==> config.mk <==
export PLATFORM = sky130hd
export DESIGN_NAME = debounce_sync
export DESIGN_NICKNAME = d
export VERILOG_FILES = /design/src/rtl/debounce_sync.sv
export SDC_FILE = /design/constraint.sdc
export NUM_CORES = 1
export LEC_CHECK = 0
export ABC_AREA = 0
export CAP_MARGIN = 20
export CORE_ASPECT_RATIO = 1.1
export CORE_UTILIZATION = 52
export DETAILED_ROUTE_END_ITERATION = 7
export GPL_TIMING_DRIVEN = 0
export MAX_ROUTING_LAYER = met4
export PLACE_DENSITY = 0.75
export SYNTH_ARGS = -nofsm -noshare
export SYNTH_HDL_FRONTEND = slang
export SYNTH_SLANG_ARGS = --single-unit
export TNS_END_PERCENT = 1
==> constraint.sdc <==
create_clock -name clk -period 5 [get_ports clk]
set_clock_uncertainty 0.15 [all_clocks]
set_input_delay 1 -clock clk [delete_from_list [all_inputs] [get_ports clk]]
set_output_delay 1 -clock clk [all_outputs]
set_load 0.005 [all_outputs]
==> src/rtl/debounce_sync.sv <==
`timescale 1ns/1ps
// debounce_sync: multi-flop synchronizer followed by a consecutive-cycle stability counter.
// Produces a debounced level plus one-cycle rise/fall pulses, all registered in the clk domain.
module debounce_sync #(
  parameter int SYNC_STAGES     = 2,
  parameter int DEBOUNCE_CYCLES = 4,
  parameter int CNT_W           = 16
) (
  input  logic clk,
  input  logic rst_n,
  input  logic D,
  output logic Q,
  output logic rise,
  output logic fall,
  output logic busy
);

  // Terminal count: Q flips on the edge that would otherwise advance past this value.
  localparam logic [CNT_W-1:0] LAST_CNT = CNT_W'(DEBOUNCE_CYCLES - 1);

  logic [SYNC_STAGES-1:0] r_sync;
  logic [CNT_W-1:0]       r_cnt;
  logic                   r_q;
  logic                   r_rise;
  logic                   r_fall;
  logic                   r_busy;

  logic                   w_s;
  logic [CNT_W-1:0]       w_cnt_next;
  logic                   w_flip;

  assign w_s = r_sync[SYNC_STAGES-1];

  // NOTE: sequential state uses non-blocking assignments so every flop samples pre-edge values.
  always_ff @(posedge clk or negedge rst_n) begin
    if (!rst_n) begin
      r_sync <= '0;
    end else begin
      r_sync <= {r_sync[SYNC_STAGES-2:0], D};
    end
  end

  // NOTE: defaults first so every path assigns every signal and no latch is inferred.
  always_comb begin
    w_cnt_next = '0;
    w_flip     = 1'b0;
    if (w_s != r_q) begin
      if (r_cnt == LAST_CNT) begin
        w_flip = 1'b1;
      end else begin
        w_cnt_next = r_cnt + 1'b1;
      end
    end
  end

  // A single agreeing cycle drops the count to zero, so partial glitches are never remembered.
  always_ff @(posedge clk or negedge rst_n) begin
    if (!rst_n) begin
      r_cnt  <= '0;
      r_q    <= 1'b0;
      r_rise <= 1'b0;
      r_fall <= 1'b0;
      r_busy <= 1'b0;
    end else begin
      r_cnt  <= w_cnt_next;
      if (w_flip) begin
        r_q <= w_s;
      end
      r_rise <= w_flip & w_s;
      r_fall <= w_flip & ~w_s;
      r_busy <= (w_cnt_next != '0);
    end
  end

  assign Q    = r_q;
  assign rise = r_rise;
  assign fall = r_fall;
  assign busy = r_busy;

endmodule
Word-level counts from Yosys, hierarchy flattened --
Cells that the tools add are included.
Word-level totals: register bits after elaboration 22, input port bits 3, logic and storage cells 17
Operators by class: $add $sub $neg 1, equal/unequal tests 2, mux-type cells 4, bitwise operators 3, reduce and logical (&&, ||, !) cells 1
Operators with widths (count):
- $mux 16 | 2
- $add 16x1->16 const B | 1
- $eq 16x2->1 const B | 1
- $reduce_bool 16->1 | 1
- $and 1x1->1 | 2
- $mux 1 | 2
- $ne 1x1->1 | 1
- $not 1->1 | 1

Logic depth before layout (Yosys ltp) --
Gate-level depths: netlist of run 1.
depth after elaboration 4, mapped depth 7, gate-level depth less buffers 6

Worst setup path after synthesis of run 1 --
No wires, ideal clock.
path kind register to register, from reg r_cnt[0], to reg r_busy, in the netlist busy, library setup time 0.138 ns, arrival 1.647 ns, data required time 4.712 ns, path slack 3.065 ns, stages on the path, launching flop included 8, period minus slack after synthesis 1.935 ns, path through dfrtp_1 ha_1 and4_1 buf_4 nand3_2 mux2_2 o22ai_1 a31oi_1
Between the ends: cells in the longest elaborated chain, start to end 4
Ends and longest elaborated chain:
- start, declared | line 22 | logic [CNT_W-1:0] r_cnt;
- start signal, assigned | line 65 | r_cnt <= w_cnt_next;
- $add 16x1->16 or $eq 16x2->1 (tied branches) | line 51, 48
- $mux 16 * | line 48 | if (r_cnt == LAST_CNT) begin
- $mux 16 * | line 47 | if (w_s != r_q) begin
- $reduce_bool 16->1 * | line 71 | r_busy <= (w_cnt_next != '0);
- end signal, assigned | line 71
- end, declared | line 26 | logic r_busy;
Mark *: on every way between the ends. The rest lies on a longest branch, timed or not. A chain may end at the register's enable or synchronous reset.

Worst setup path after layout of run 1 --
from reg r_q, in the netlist Q, to out Q
RTL lines:
- start, declared | line 23 | logic r_q;
- start signal, assigned | line 67 | r_q <= w_s;
- end, declared | line 12 | output logic Q,
No word-level cell between the ends.

==> flow_summary.json, run 1 <==
{
  "synthFlopType": "dfrtp_1",
  "final.period_utilization_pct": 48.0,
  "syn-num-nets": 127,
  "synthesis.area_um2": 1220,
  "hp-class": "reg -> reg",
  "fp.coreArea_um2": 2230,
  "ioPinCount": 7,
  "synth_enable_flop_cells": 0,
  "htreeDepth": 1,
  "critPathSlowestCell": "clkdlybuf4s50_1",
  "cts_tree": "done",
  "dieHeight_um": 52.8,
  "fin_ws_ns": 2.60,
  "tightest_slew_ns": 0.346,
  "max_slew_margin_pct": 76.7,
  "cts_resized": 0,
  "drv_slew": 0,
  "synth_seq_cells": 22,
  "drt_first_pass_iters": 4,
  "reg2reg_slack_ns": 2.78,
  "gp_congestion": 0.868,
  "worstPathMaxFanout": 5,
  "critPathLaunchType": "flop",
  "cts_hold_buf": 0,
  "p_total_mw": 0.409,
  "wl_um": 2300,
  "post_cts_buffers": 0,
  "num-fill-cells": 191,
  "path_depth": 1,
  "ys_warn_count": 0,
  "clk_latency_ns": 0.31,
  "r2r_cells": 6,
  "die_width_um": 48.2,
  "leakagePower_nw": 0.586,
  "worst_path_largest_cell_delay_ns": 0.52,
  "wl_per_cell_um": 14.1,
  "clock.fmax_mhz": 417,
  "avgViaCountPerCell": 5.53,
  "drtAntennaViolNets": 0,
  "start_util_pct": 54.8,
  "nNetsFinal": 139,
  "grt_antenna_before_repair": 0,
  "ir_worst_vdd_v": 0.000245,
  "rsz0062_at_grt": "no",
  "path_delay_family": "buffers and inverters",
  "power.density_nw_per_um2": 302,
  "grt_max_degree": 23,
  "whs_path_depth": 0,
  "dp_slack_ns": 2.62,
  "cp_data_required_time_ns": 3.85,
  "clock-sinks": 22,
  "grt_pass1_vias": 843,
  "worstPathArrival_ns": 1.25,
  "path_class": "reg -> out",
  "status": "complete, no violations",
  "overflow": 0,
  "ys_seq_area_share_pct": 45.1,
  "clk_pin_slew_ns": 0.12,
  "fin_area_um2": 1360,
  "setup_violations": 0,
  "min_period_ns": 2.40,
  "path_cells": "clkdlybuf4s50_1",
  "synthDistinctLibCells": 38,
  "syn_avg_cell_area_um2": 9.93,
  "grt_pass1_wl_um": 3740,
  "track_usage_pct": 22.2,
  "numPortBuffers": 6,
  "placed_cell_area_um2": 1320,
  "drv_cap": 0,
  "numCtsBuffers": 3,
  "clock_path_buffers": 2,
  "antenna_cells": 0,
  "dieArea_um2": 2550,
  "fin_tns_setup_ns": 0,
  "drc_errors": 0,
  "path_buf_inv": 1,
  "rows": 18,
  "netlist_instances": 123,
  "drtIter0Drc": 5,
  "hpwl_um": 1680,
  "end_kind": "output port",
  "area.growth.synth_to_final_pct": 11.1,
  "drive_gt1_share_pct": 16.5,
  "clock-root-buffer": "clkbuf_4",
  "vias": 901,
  "synthArstFlopShare_pct": 100,
  "hold_viol": 0
}
[report_power, final]
part,internal (mW),switching (mW)
logic,0.0516,0.0629
clock network,0.0282,0.0534
registers,0.196,0.0166
total,0.276,0.133
[cell type report]
class	count	area (µm²)	area share [%]
Clock buffer	3	22.5	1.66
Sequential cell	22	551	40.6
Inverter	2	7.51	0.554
Timing Repair Buffer	7	75.1	5.54
Multi-Input combinational cell	90	618	45.6
Buffer	9	45.0	3.32
Tap cell	30	37.5	2.77
[path summary, 6_finish.rpt]
path,to,start
max,Q,Q
min,r_sync[1],r_sync[0]
max reg2reg,r_cnt[13],r_cnt[1]
min reg2reg,r_sync[1],r_sync[0]
max in group asynchronous,r_cnt[11],rst_n
min in group asynchronous,r_cnt[5],rst_n
[registers in the layout (all words and copies together), names as in the netlist]
signal,cells
Q,1
busy,1
fall,1
r_cnt,16
r_sync,2
rise,1
[layout by cell type, fill, tap and decap left out, types with 3 or more instances in the layout]
cell type and n:
and4_1 3, buf_2 6, clkbuf_4 3, clkdlybuf4s50_1 6, dfrtp_1 22, nand2_1 3
nand3_1 7, nand4_1 7, nor2_1 19, nor3b_1 3, xnor2_1 7, xor2_1 9
[kinds of logic after synthesis]
logic type | after synthesis | share of synthesized area, %
buffers and inverters | 11 | 4.30
flip-flops | 22 | 45.1
XOR/XNOR | 16 | 11.5
adder cells (fa/ha/maj) | 1 | 1.02
AO/OA/AOI/OAI | 8 | 5.12
AND/OR/NAND/NOR | 61 | 29.5
multiplexers | 4 | 3.48
[cell usage after synthesis, types with 2 or more instances]
library cell / instances / area [µm²]
a21oi_1: 2 / 10.0
and4_1: 3 / 26.3
buf_2: 6 / 30.0
clkbuf_1: 2 / 7.51
dfrtp_1: 22 / 551
inv_1: 2 / 7.51
mux2_2: 2 / 22.5
mux2i_1: 2 / 20.0
nand2_1: 3 / 11.3
nand2b_1: 2 / 12.5
nand3_1: 7 / 35.0
nand4_1: 7 / 43.8
nor2_1: 19 / 71.3
nor3_1: 2 / 10.0
nor3b_1: 3 / 22.5
nor4_1: 2 / 12.5
or3_1: 2 / 12.5
xnor2_1: 7 / 61.3
xor2_1: 9 / 78.8
[through the flow]
step / std cells / util, % / hold WS (ns)
floorplan: 123 / - / 0.181
global placement: 159 / 59.1 / 0.182
detailed placement: 159 / 59.1 / 0.189
CTS: 162 / 60.2 / 0.216
global route: 163 / 60.8 / 0.235
finish: 163 / 60.8 / 0.214
[metal layers]
layer	global-route usage [%]	wire, µm	vias up
met1	29.1	1050	432
li1	-	-	454
met4	9.72	45	0
met5	-	0	-
met2	33.3	1140	10
met3	3.10	64	5
Power figures use the tool's default switching activity.
==> run 2, diff against run 1 <==
PLACE_DENSITY = 0.78   (was 0.75)
clock period = 2.15 ns   (was 5 ns; I/O delays follow)
==> run 2 against run 1 <==
  * Non-clock buffer count up 1
  * Sequential share of layout area down 0.30 points
  * Via count up 1.1%
  * Critical path depth up 6
  * Global-route usage down 1.1 points
  * Count of clock-buffer cells in the layout unchanged
  * Total power up 140%
  * Register-to-register slack worse by 2.6 ns
  * Routed wire length down 2.3%
  * Die area unchanged
  * Sequential power up 140%
==> flow_summary.json, run 2 (same netlist as run 1, synthesis figures left out) <==
{
  "status": "complete, no violations",
  "rows": 18,
  "layout_commonest_cell": "dfrtp_1",
  "drt_first_pass_iters": 4,
  "numPortBuffers": 6,
  "reg_top3": "r_cnt x16, r_sync x2",
  "nNetsFinal": 140,
  "hpwl_um": 1590,
  "ir_worst_vdd_v": 0.000508,
  "start_util_pct": 54.8,
  "overflow": 0,
  "drtIter0Drc": 20,
  "worstPathArrival_ns": 2.06,
  "rsz0062_at_grt": "no",
  "dp_slack_ns": 0.000506,
  "hp-class": "reg -> reg",
  "final_cells": 164,
  "drive_gt1_share_pct": 20.1,
  "grt_pass1_wl_um": 3670,
  "worstPathMaxFanout": 7,
  "numCtsBuffers": 3,
  "area.growth.synth_to_final_pct": 12.4,
  "dieArea_um2": 2550,
  "avgViaCountPerCell": 5.55,
  "end_kind": "flop",
  "antenna_cells": 0,
  "dr_wl_met3_um": 34,
  "drc_errors": 0,
  "max_slew_margin_pct": 69.7,
  "drv_cap": 0,
  "clock-root-buffer": "clkbuf_4",
  "final.period_utilization_pct": 93.8,
  "fp.coreArea_um2": 2230,
  "layout_common_cells": "dfrtp_1 (20), nor2_1 (19), xor2_1 (9)",
  "clk_latency_ns": 0.31,
  "clock_path_buffers": 2,
  "routed-wl-met2_um": 1130,
  "cp_data_required_time_ns": 2.19,
  "track_usage_pct": 21.1,
  "dpl.cell_count": 159,
  "vias": 911,
  "cts_hold_buf": 0,
  "leakagePower_nw": 0.585,
  "largest_register": "r_cnt",
  "drv_slew": 0,
  "clock-sinks": 22,
  "tightest_slew_ns": 0.453,
  "wl_met1_um": 1050,
  "clock.fmax_mhz": 496,
  "grt_pass1_vias": 841,
  "critPathLaunchType": "flop",
  "hold_viol": 0,
  "drtAntennaViolNets": 0,
  "wl_per_cell_um": 13.7,
  "fin_tns_setup_ns": 0,
  "clk_pin_slew_ns": 0.11,
  "wl_um": 2250,
  "p_total_mw": 0.969,
  "fin_ws_ns": 0.134,
  "grt_antenna_before_repair": 0,
  "grt_max_degree": 23,
  "path_class": "reg -> reg",
  "top_layer": "met4",
  "gp_congestion": 0.895,
  "cts_tree": "done",
  "power.density_nw_per_um2": 706,
  "dieHeight_um": 52.8,
  "htreeDepth": 1,
  "min_period_ns": 2.02,
  "ioPinCount": 7,
  "die_width_um": 48.2,
  "setup_violations": 0,
  "largest_reg_flops": 16
}
[run 2: changes by cell type in the layout (fill, tap and decap cells not counted), sizes merged]
| cell | previous run | this run |
|---|---|---|
| buf | 8 | 9 |
[run 2: path summary, 6_finish.rpt]
path	from	to	slack [ns]	cells after the start
setup / recovery	r_cnt[0]	busy	0.13	7
hold / removal	r_sync[0]	r_sync[1]	0.21	0
setup reg to reg	r_cnt[0]	busy	0.13	7
hold reg to reg	r_sync[0]	r_sync[1]	0.21	0
max in group asynchronous	rst_n	r_cnt[8]	1.12	2
min in group asynchronous	rst_n	r_cnt[1]	0.27	1
[run 2: area by class of cell]
type                    instances  area [µm²]
inverters                       2        7.51
clock buffers                   3        22.5
multi-input cells              90         628
repair buffers                  8        78.8
well taps                      30        37.5
flip-flops and latches         22         553
fillers                       185         857
plain buffers                   9        45.0
[run 2: where the power goes]
group | internal [mW] | total [mW] | switching (mW)
logic | 0.132 | 0.285 | 0.153
registers | 0.460 | 0.501 | 0.0409
clock network | 0.0655 | 0.184 | 0.118
total | 0.658 | 0.969 | 0.312
[run 2: stage by stage]
stage	cell area [µm²]	utilization [%]	hold slack, ns
finish	1370	61.6	0.210
global route	1370	61.6	0.234
CTS	1340	60.3	0.213
detailed placement	1320	59.1	0.187
global placement	1320	59.1	0.182
floorplan	1220	-	-0.0156
[run 2: metal layers]
layer	global-route usage, %	vias up
met1	28.8	443
met4	10.6	0
met3	2.07	5
met2	30.4	8
met5	-	-
li1	-	455
[run 2: critical path, stage by stage, from the launching register on]
cell and delay, ns:
dfrtp_2 0.46, ha_2 0.24, and4_1 0.20, buf_4 0.16
nand3_2 0.10, mux2_2 0.33, o22ai_1 0.16, a31oi_1 0.10
[run 2: repair_timing]
| action | 4_1_cts | 5_1_grt |
|---|---|---|
| pin swaps | 0 | 2 |
| resized for setup | 1 | 4 |
| endpoints found under the setup margin | 10 | 11 |
| buffers inserted | 0 | 1 |
